**config.mk**
```make
export PLATFORM = sky130hd
export DESIGN_NAME = state_receiver
export DESIGN_NICKNAME = d
export VERILOG_FILES = /design/src/rtl/state_receiver_pkg.sv /design/src/rtl/sync_edge_detect.sv /design/src/rtl/state_receiver.sv
export SDC_FILE = /design/constraint.sdc
export NUM_CORES = 1
export LEC_CHECK = 0
export ABC_AREA = 1
export BUFFER_PORTS_ARGS = -buffer_cell sky130_fd_sc_hd__buf_2
export CORE_MARGIN = 4
export CORE_UTILIZATION = 40
export CTS_CLUSTER_DIAMETER = 200
export DETAILED_ROUTE_END_ITERATION = 7
export PLACE_DENSITY = 0.63
export SETUP_SLACK_MARGIN = 0.2
export SYNTH_ARGS = -nofsm -noshare
export SYNTH_HDL_FRONTEND = slang
export SYNTH_HIERARCHICAL = 1
export SYNTH_SLANG_ARGS = --single-unit
```
**constraint.sdc**
```tcl
create_clock -name clk_pixel_in -period 2.15 [get_ports clk_pixel_in]
set_clock_uncertainty 0.1 [all_clocks]
set_input_delay 0.215 -clock clk_pixel_in [delete_from_list [all_inputs] [get_ports clk_pixel_in]]
set_output_delay 0.215 -clock clk_pixel_in [all_outputs]
set_load 0.02 [all_outputs]
```
**src/rtl/state_receiver_pkg.sv**
```systemverilog
// Shared player-state payload types for the inter-FPGA SPI link.
package state_receiver_pkg;

  typedef struct packed {
    logic [11:0] x;
    logic [11:0] y;
  } location_t;

  // location sits in the low bits so the receiver can slice it straight off the frame
  typedef struct packed {
    logic [3:0] player_id;
    logic [3:0] health;
    location_t  location;
  } data_t;

  localparam int unsigned DATA_W = $bits(data_t);
  localparam int unsigned LOC_W  = $bits(location_t);

endpackage

```
**src/rtl/sync_edge_detect.sv**
```systemverilog
// Multi-flop synchroniser for one async line, with edge strobes taken from the
// final stage against its one-cycle-delayed copy.
module sync_edge_detect #(
  parameter int unsigned SYNC_STAGES = 2,
  parameter logic        RESET_VAL   = 1'b0
) (
  input  logic clk,
  input  logic rst_n,
  input  logic async_in,
  output logic level,
  output logic rise,
  output logic fall
);

  logic [SYNC_STAGES-1:0] sync_q;
  logic                   last_q;

  always_ff @(posedge clk or negedge rst_n) begin
    if (!rst_n) begin
      sync_q <= {SYNC_STAGES{RESET_VAL}};
      last_q <= RESET_VAL;
    end else begin
      sync_q <= {sync_q[SYNC_STAGES-2:0], async_in};
      last_q <= sync_q[SYNC_STAGES-1];
    end
  end

  assign level = sync_q[SYNC_STAGES-1];
  assign rise  = level & ~last_q;
  assign fall  = ~level & last_q;

endmodule

```
**src/rtl/state_receiver.sv**
```systemverilog
// Receiving end of the player-state SPI link: synchronise, deserialise one frame
// per sel window, strobe good frames out. Optional watchdog: STATE_RECEIVER_TIMEOUT_EN.
module state_receiver
  import state_receiver_pkg::*;
#(
  parameter int unsigned DATA_WIDTH     = DATA_W,
  parameter int unsigned SYNC_STAGES    = 2,
  parameter int unsigned TIMEOUT_CYCLES = 400
) (
  input  logic                  clk_pixel_in,
  input  logic                  rst_n_in,
  input  logic                  data_in,
  input  logic                  data_clk_in,
  input  logic                  sel_in,
  output logic [DATA_WIDTH-1:0] player_data_out,
  output logic                  player_data_out_valid,
  output logic [LOC_W-1:0]      location_out,
  output logic                  location_out_valid,
  output logic                  frame_error_out,
  output logic                  busy_out
);

  localparam int unsigned CNT_W = $clog2(DATA_WIDTH + 1);
  localparam int unsigned SET_W = $clog2(SYNC_STAGES + 1);

  typedef enum logic [1:0] {WAIT_IDLE, IDLE, RECV} rx_state_e;

  logic data_level, data_rise, data_fall;
  logic dclk_level, dclk_rise, dclk_fall;
  logic sel_level, sel_rise, sel_fall;

  sync_edge_detect #(.SYNC_STAGES(SYNC_STAGES), .RESET_VAL(1'b0)) u_sync_data (
    .clk(clk_pixel_in), .rst_n(rst_n_in), .async_in(data_in),
    .level(data_level), .rise(data_rise), .fall(data_fall)
  );

  sync_edge_detect #(.SYNC_STAGES(SYNC_STAGES), .RESET_VAL(1'b0)) u_sync_dclk (
    .clk(clk_pixel_in), .rst_n(rst_n_in), .async_in(data_clk_in),
    .level(dclk_level), .rise(dclk_rise), .fall(dclk_fall)
  );

  sync_edge_detect #(.SYNC_STAGES(SYNC_STAGES), .RESET_VAL(1'b1)) u_sync_sel (
    .clk(clk_pixel_in), .rst_n(rst_n_in), .async_in(sel_in),
    .level(sel_level), .rise(sel_rise), .fall(sel_fall)
  );

  rx_state_e             state_q, state_d;
  logic [DATA_WIDTH-1:0] shift_q, shift_d, shift_n;
  logic [CNT_W-1:0]      cnt_q, cnt_d, cnt_n;
  logic                  ovf_q, ovf_d, ovf_n;
  logic [SET_W-1:0]      settle_q, settle_d;
  logic [DATA_WIDTH-1:0] data_d;
  logic [LOC_W-1:0]      loc_d;
  logic                  valid_d, err_d, busy_d;

`ifdef STATE_RECEIVER_TIMEOUT_EN
  localparam int unsigned WD_W = $clog2(TIMEOUT_CYCLES + 1);
  logic [WD_W-1:0] wd_q, wd_d;
  logic            unused_ok;
  assign unused_ok = &{1'b0, data_rise, data_fall, dclk_level, dclk_fall};
`else
  logic unused_ok;
  assign unused_ok = &{1'b0, data_rise, data_fall, dclk_level, dclk_fall, TIMEOUT_CYCLES[0]};
`endif

  // State, frame and output registers
  always_ff @(posedge clk_pixel_in or negedge rst_n_in) begin
    if (!rst_n_in) begin
      state_q               <= WAIT_IDLE;
      shift_q               <= '0;
      cnt_q                 <= '0;
      ovf_q                 <= 1'b0;
      settle_q              <= '0;
      player_data_out       <= '0;
      location_out          <= '0;
      player_data_out_valid <= 1'b0;
      location_out_valid    <= 1'b0;
      frame_error_out       <= 1'b0;
      busy_out              <= 1'b0;
`ifdef STATE_RECEIVER_TIMEOUT_EN
      wd_q                  <= '0;
`endif
    end else begin
      state_q               <= state_d;
      shift_q               <= shift_d;
      cnt_q                 <= cnt_d;
      ovf_q                 <= ovf_d;
      settle_q              <= settle_d;
      player_data_out       <= data_d;
      location_out          <= loc_d;
      player_data_out_valid <= valid_d;
      location_out_valid    <= valid_d;
      frame_error_out       <= err_d;
      busy_out              <= busy_d;
`ifdef STATE_RECEIVER_TIMEOUT_EN
      wd_q                  <= wd_d;
`endif
    end
  end

  // Next-state and frame judgement
  always_comb begin
    state_d  = state_q;
    shift_d  = shift_q;
    cnt_d    = cnt_q;
    ovf_d    = ovf_q;
    settle_d = settle_q;
    data_d   = player_data_out;
    loc_d    = location_out;
    valid_d  = 1'b0;
    err_d    = 1'b0;
    shift_n  = shift_q;
    cnt_n    = cnt_q;
    ovf_n    = ovf_q;
`ifdef STATE_RECEIVER_TIMEOUT_EN
    wd_d     = wd_q;
`endif

    case (state_q)
      // Wait for the sel chain to hold real pin samples, then for sel idle high
      WAIT_IDLE: begin
        if (settle_q != SET_W'(SYNC_STAGES)) begin
          settle_d = settle_q + SET_W'(1);
        end else if (sel_level) begin
          state_d = IDLE;
        end
      end

      IDLE: begin
        if (sel_fall) begin
          state_d = RECV;
          shift_d = '0;
          cnt_d   = '0;
          ovf_d   = 1'b0;
`ifdef STATE_RECEIVER_TIMEOUT_EN
          wd_d    = '0;
`endif
        end
      end

      RECV: begin
        // A bit arriving with the closing sel edge is counted before judging
        if (dclk_rise) begin
          shift_n = {shift_q[DATA_WIDTH-2:0], data_level};
          if (cnt_q == CNT_W'(DATA_WIDTH)) begin
            ovf_n = 1'b1;
          end else begin
            cnt_n = cnt_q + CNT_W'(1);
          end
        end
        shift_d = shift_n;
        cnt_d   = cnt_n;
        ovf_d   = ovf_n;
`ifdef STATE_RECEIVER_TIMEOUT_EN
        wd_d    = dclk_rise ? '0 : wd_q + WD_W'(1);
`endif
        if (sel_rise) begin
          state_d = IDLE;
          if (cnt_n == CNT_W'(DATA_WIDTH) && !ovf_n) begin
            data_d  = shift_n;
            loc_d   = shift_n[LOC_W-1:0];
            valid_d = 1'b1;
          end else begin
            err_d = 1'b1;
          end
        end
`ifdef STATE_RECEIVER_TIMEOUT_EN
        else if (!dclk_rise && wd_q == WD_W'(TIMEOUT_CYCLES - 1)) begin
          state_d = WAIT_IDLE;
          err_d   = 1'b1;
        end
`endif
      end

      default: state_d = WAIT_IDLE;
    endcase

    busy_d = (state_d == RECV);
  end

endmodule

```
==> key figures <==
Global routing
  • Global-route wire length before repair: 14200 µm
  • Largest net degree at the start of global routing: 65
  • Total track usage: approximately 15%
  • Vias in the first global route: 3116
  • Remaining Overflow, GRT: 0
  • Initial antenna violation count: 0

Drt
  • Wire per inst: 13.0 µm
  • First drt pass iteration count: 5
  • Antenna-violating nets left: 0
  • Post-DR vias/cell: between 4 and 5
  • Final wirelength: between 8000 and 9000 µm
  • Via count: ~3300
  • Residual DRC: 0
  • Initial DRC Count: 257

Setup path
  • Worst path max stage delay: just over 400 ps
  • Critical path endpoint category: register
  • Top delay family on crit path: simple AND/OR/NAND/NOR gates
  • Crit path cell chain: buf_4 > ha_1 > nand3_2 > or2_0 > nand2_1 > inv_2 > nor2_8 > buf_4 > nand4_1 > nand2_1
  • Crit Path Max Fanout: 16
  • Startpoint types: register
  • Crit path depth: 10
  • Kind of critical path: reg -> reg
  • Worst EP arrival: 2150 ps
  • Worst Reg-to-Reg Cells: 10
  • Critical-path top delay cell: dfrtp_1
  • WP buf/inv: 3
  • Crit path required time: 2340 ps

Floorplan
  • Die Wd: 109 µm
  • DIE AREA: between 10000 and 15000 µm²
  • Core Region: 9860 µm²
  • Row count: 36
  • Die Y: 109 µm
  • Initial Util: 41.4%
  • Ports: 65

Power and ir drop
  • Register share of total power: 49.4%
  • Internal power: roughly 2400 µW
  • Power Density: 730 nW/µm²
  • Peak supply drop: between 0.3 and 0.4 mV
  • Psw: 1060 µW
  • Switching share of total power: 30.5%
  • Clock power share: 33.5%
  • Leak pwr: around 0.0025 µW
  • Power share of the combinational group: 17.1%
  • Power Total: 3480 µW

Timing
  • Final period utilization: 91.2%
  • Worst-Margin Slew: 550 ps
  • Rel. slew slack: around 63%
  • Setup total negative slack: 0 ps
  • FMAX: 510 MHz
  • Final hold viol count: 0
  • Final setup fails: 0
  • Hold_ws: 258 ps
  • Final Max Tran Viols: 0
  • Final Critical Period: 1960 ps
  • Unrepaired setup endpoints after global routing: true

Logic synthesis
  • Syn Std Cell Area: 4080 µm²
  • Yosys warns: 6
  • Cells after Synth: 484
  • Synth Area per Inst: 8.44 µm²
  • Syn nets: 492

CTS
  • CTS Buf Count: 9
  • Clock root buffer: clkbuf_8
  • Clock Sink Count: 86
  • CTS tree: yes
  • Clk Latency, worst-skew pair: 360 ps
  • CTS H-tree depth: 3
  • CTS max path bufs: 2
  • Clock Pin Slew Worst Setup and Hold Paths: 90 ps

Final layout
  • Area of the multi-input gates: 1430 µm²
  • Final net count: 542
  • Area grow syn2layout: 16.7%
  • # diodes: 0
  • Filler Cell Count: 946
  • Post-layout instance area: between 4000 and 5000 µm²
  • Register area: 2160 µm²
  • Layout cell share with drive strength beyond 1: between 20% and 30%

Min path
  • Worst Hold Depth: 0
  • Hold Crit Class: reg -> reg

Place
  • Placed Area: between 4000 and 5000 µm²
  • Post-DP HPWL: ~5400 µm
  • Port Buffers: 64
  • RD Place Congestion: 0.761

Job
  • Maxcap violations: 0

Status
  • Status: finished clean
## timing repair
| item | 4_1_cts | 5_1_grt |
|---|---|---|
| hold endpoints to repair | 42 | 0 |
| buffers inserted | 0 | 7 |
| setup endpoints to repair | 0 | 45 |
| hold buffers | 4 | 0 |
| gates resized for setup | 0 | 23 |
## per-stage QoR
step / instances / setup WS (ps) / util (%)
6_report: 672 / 188 / 48.3
5_1_grt: 672 / 101 / 48.3
4_1_cts: 661 / 215 / 46.7
3_5_place_dp: 641 / 219 / 44.2
3_3_place_gp: 641 / 218 / 44.2
2_1_floorplan: 484 / 401 / -
## cell type report
type / instances / area share (%)
Multi-Input combinational cell: 294 / 30.0
Sequential cell: 86 / 45.2
Clock buffer: 10 / 2.89
Inverter: 53 / 4.17
Clock inverter: 6 / 1.42
Tap cell: 133 / 3.49
Timing Repair Buffer: 90 / 12.8
## flip-flops by register name, indices dropped and copies added, names as in the netlist
name                count
settle_q                2
location_out_valid      1
u_sync_dclk/last_q      1
busy_out                1
u_sync_sel/sync_q       2
shift_q                32
u_sync_sel/last_q       1
u_sync_data/sync_q      2
player_data_out        32
ovf_q                   1
state_q                 2
u_sync_dclk/sync_q      2
frame_error_out         1
cnt_q                   6
## per-layer routing
layer	part of all wire (%)	track usage (%)	routed length (µm)
met5	0	0	0
met1	45	19.5	3920
met4	1.6	5.05	136
met3	6.9	4.09	598
met2	47	24.7	4060
## worst paths after layout
check | from | end | slack, ps
max in group asynchronous | rst_n_in | u_sync_sel/sync_q[1]$_DFF_PN1_ | 990
max | cnt_q[1]$_DFFE_PN0P_ | player_data_out[25]$_DFFE_PN0P_ | 190
min | u_sync_dclk/sync_q[0]$_DFF_PN0_ | u_sync_dclk/sync_q[1]$_DFF_PN0_ | 260
min reg2reg | u_sync_dclk/sync_q[0]$_DFF_PN0_ | u_sync_dclk/sync_q[1]$_DFF_PN0_ | 260
min in group asynchronous | rst_n_in | player_data_out[3]$_DFFE_PN0P_ | 290
max reg2reg | cnt_q[1]$_DFFE_PN0P_ | player_data_out[25]$_DFFE_PN0P_ | 190
## cell usage in the layout, fill, tap and decap left out
cell           count
buf_12             3
nand3_2            2
o22ai_1            4
nand4_1           33
clkbuf_8          10
nand2_2            5
inv_6              2
nor2_8             1
inv_2              9
buf_6              3
nand2_1          151
nor2_2             3
bufinv_16          1
dlygate4sd3_1      4
xor2_1             1
clkbuf_16          1
inv_1             44
o211ai_1           1
buf_2             63
clkinvlp_4         2
nor2_4             4
dfstp_2            3
nand4_4            1
nor2_1             6
o21ai_0           63
ha_1               3
nand3_1            4
a21oi_2            1
clkinv_2           1
buf_8              2
or2_0              1
a21oi_1            2
buf_4             14
dfrtp_1           83
o21ai_1            8
## power by group through the flow
| stage | clock network [µW] | logic, µW | registers, µW |
|---|---|---|---|
| 3_5_place_dp | 0 | 554 | 1750 |
| 3_3_place_gp | 0 | 543 | 1750 |
| 5_1_grt | 1270 | 661 | 1730 |
| 6_report | 1160 | 595 | 1720 |
| 4_1_cts | 1210 | 562 | 1720 |
| 2_1_floorplan | 0 | 356 | 1750 |
(Power assumes the default switching activity.)
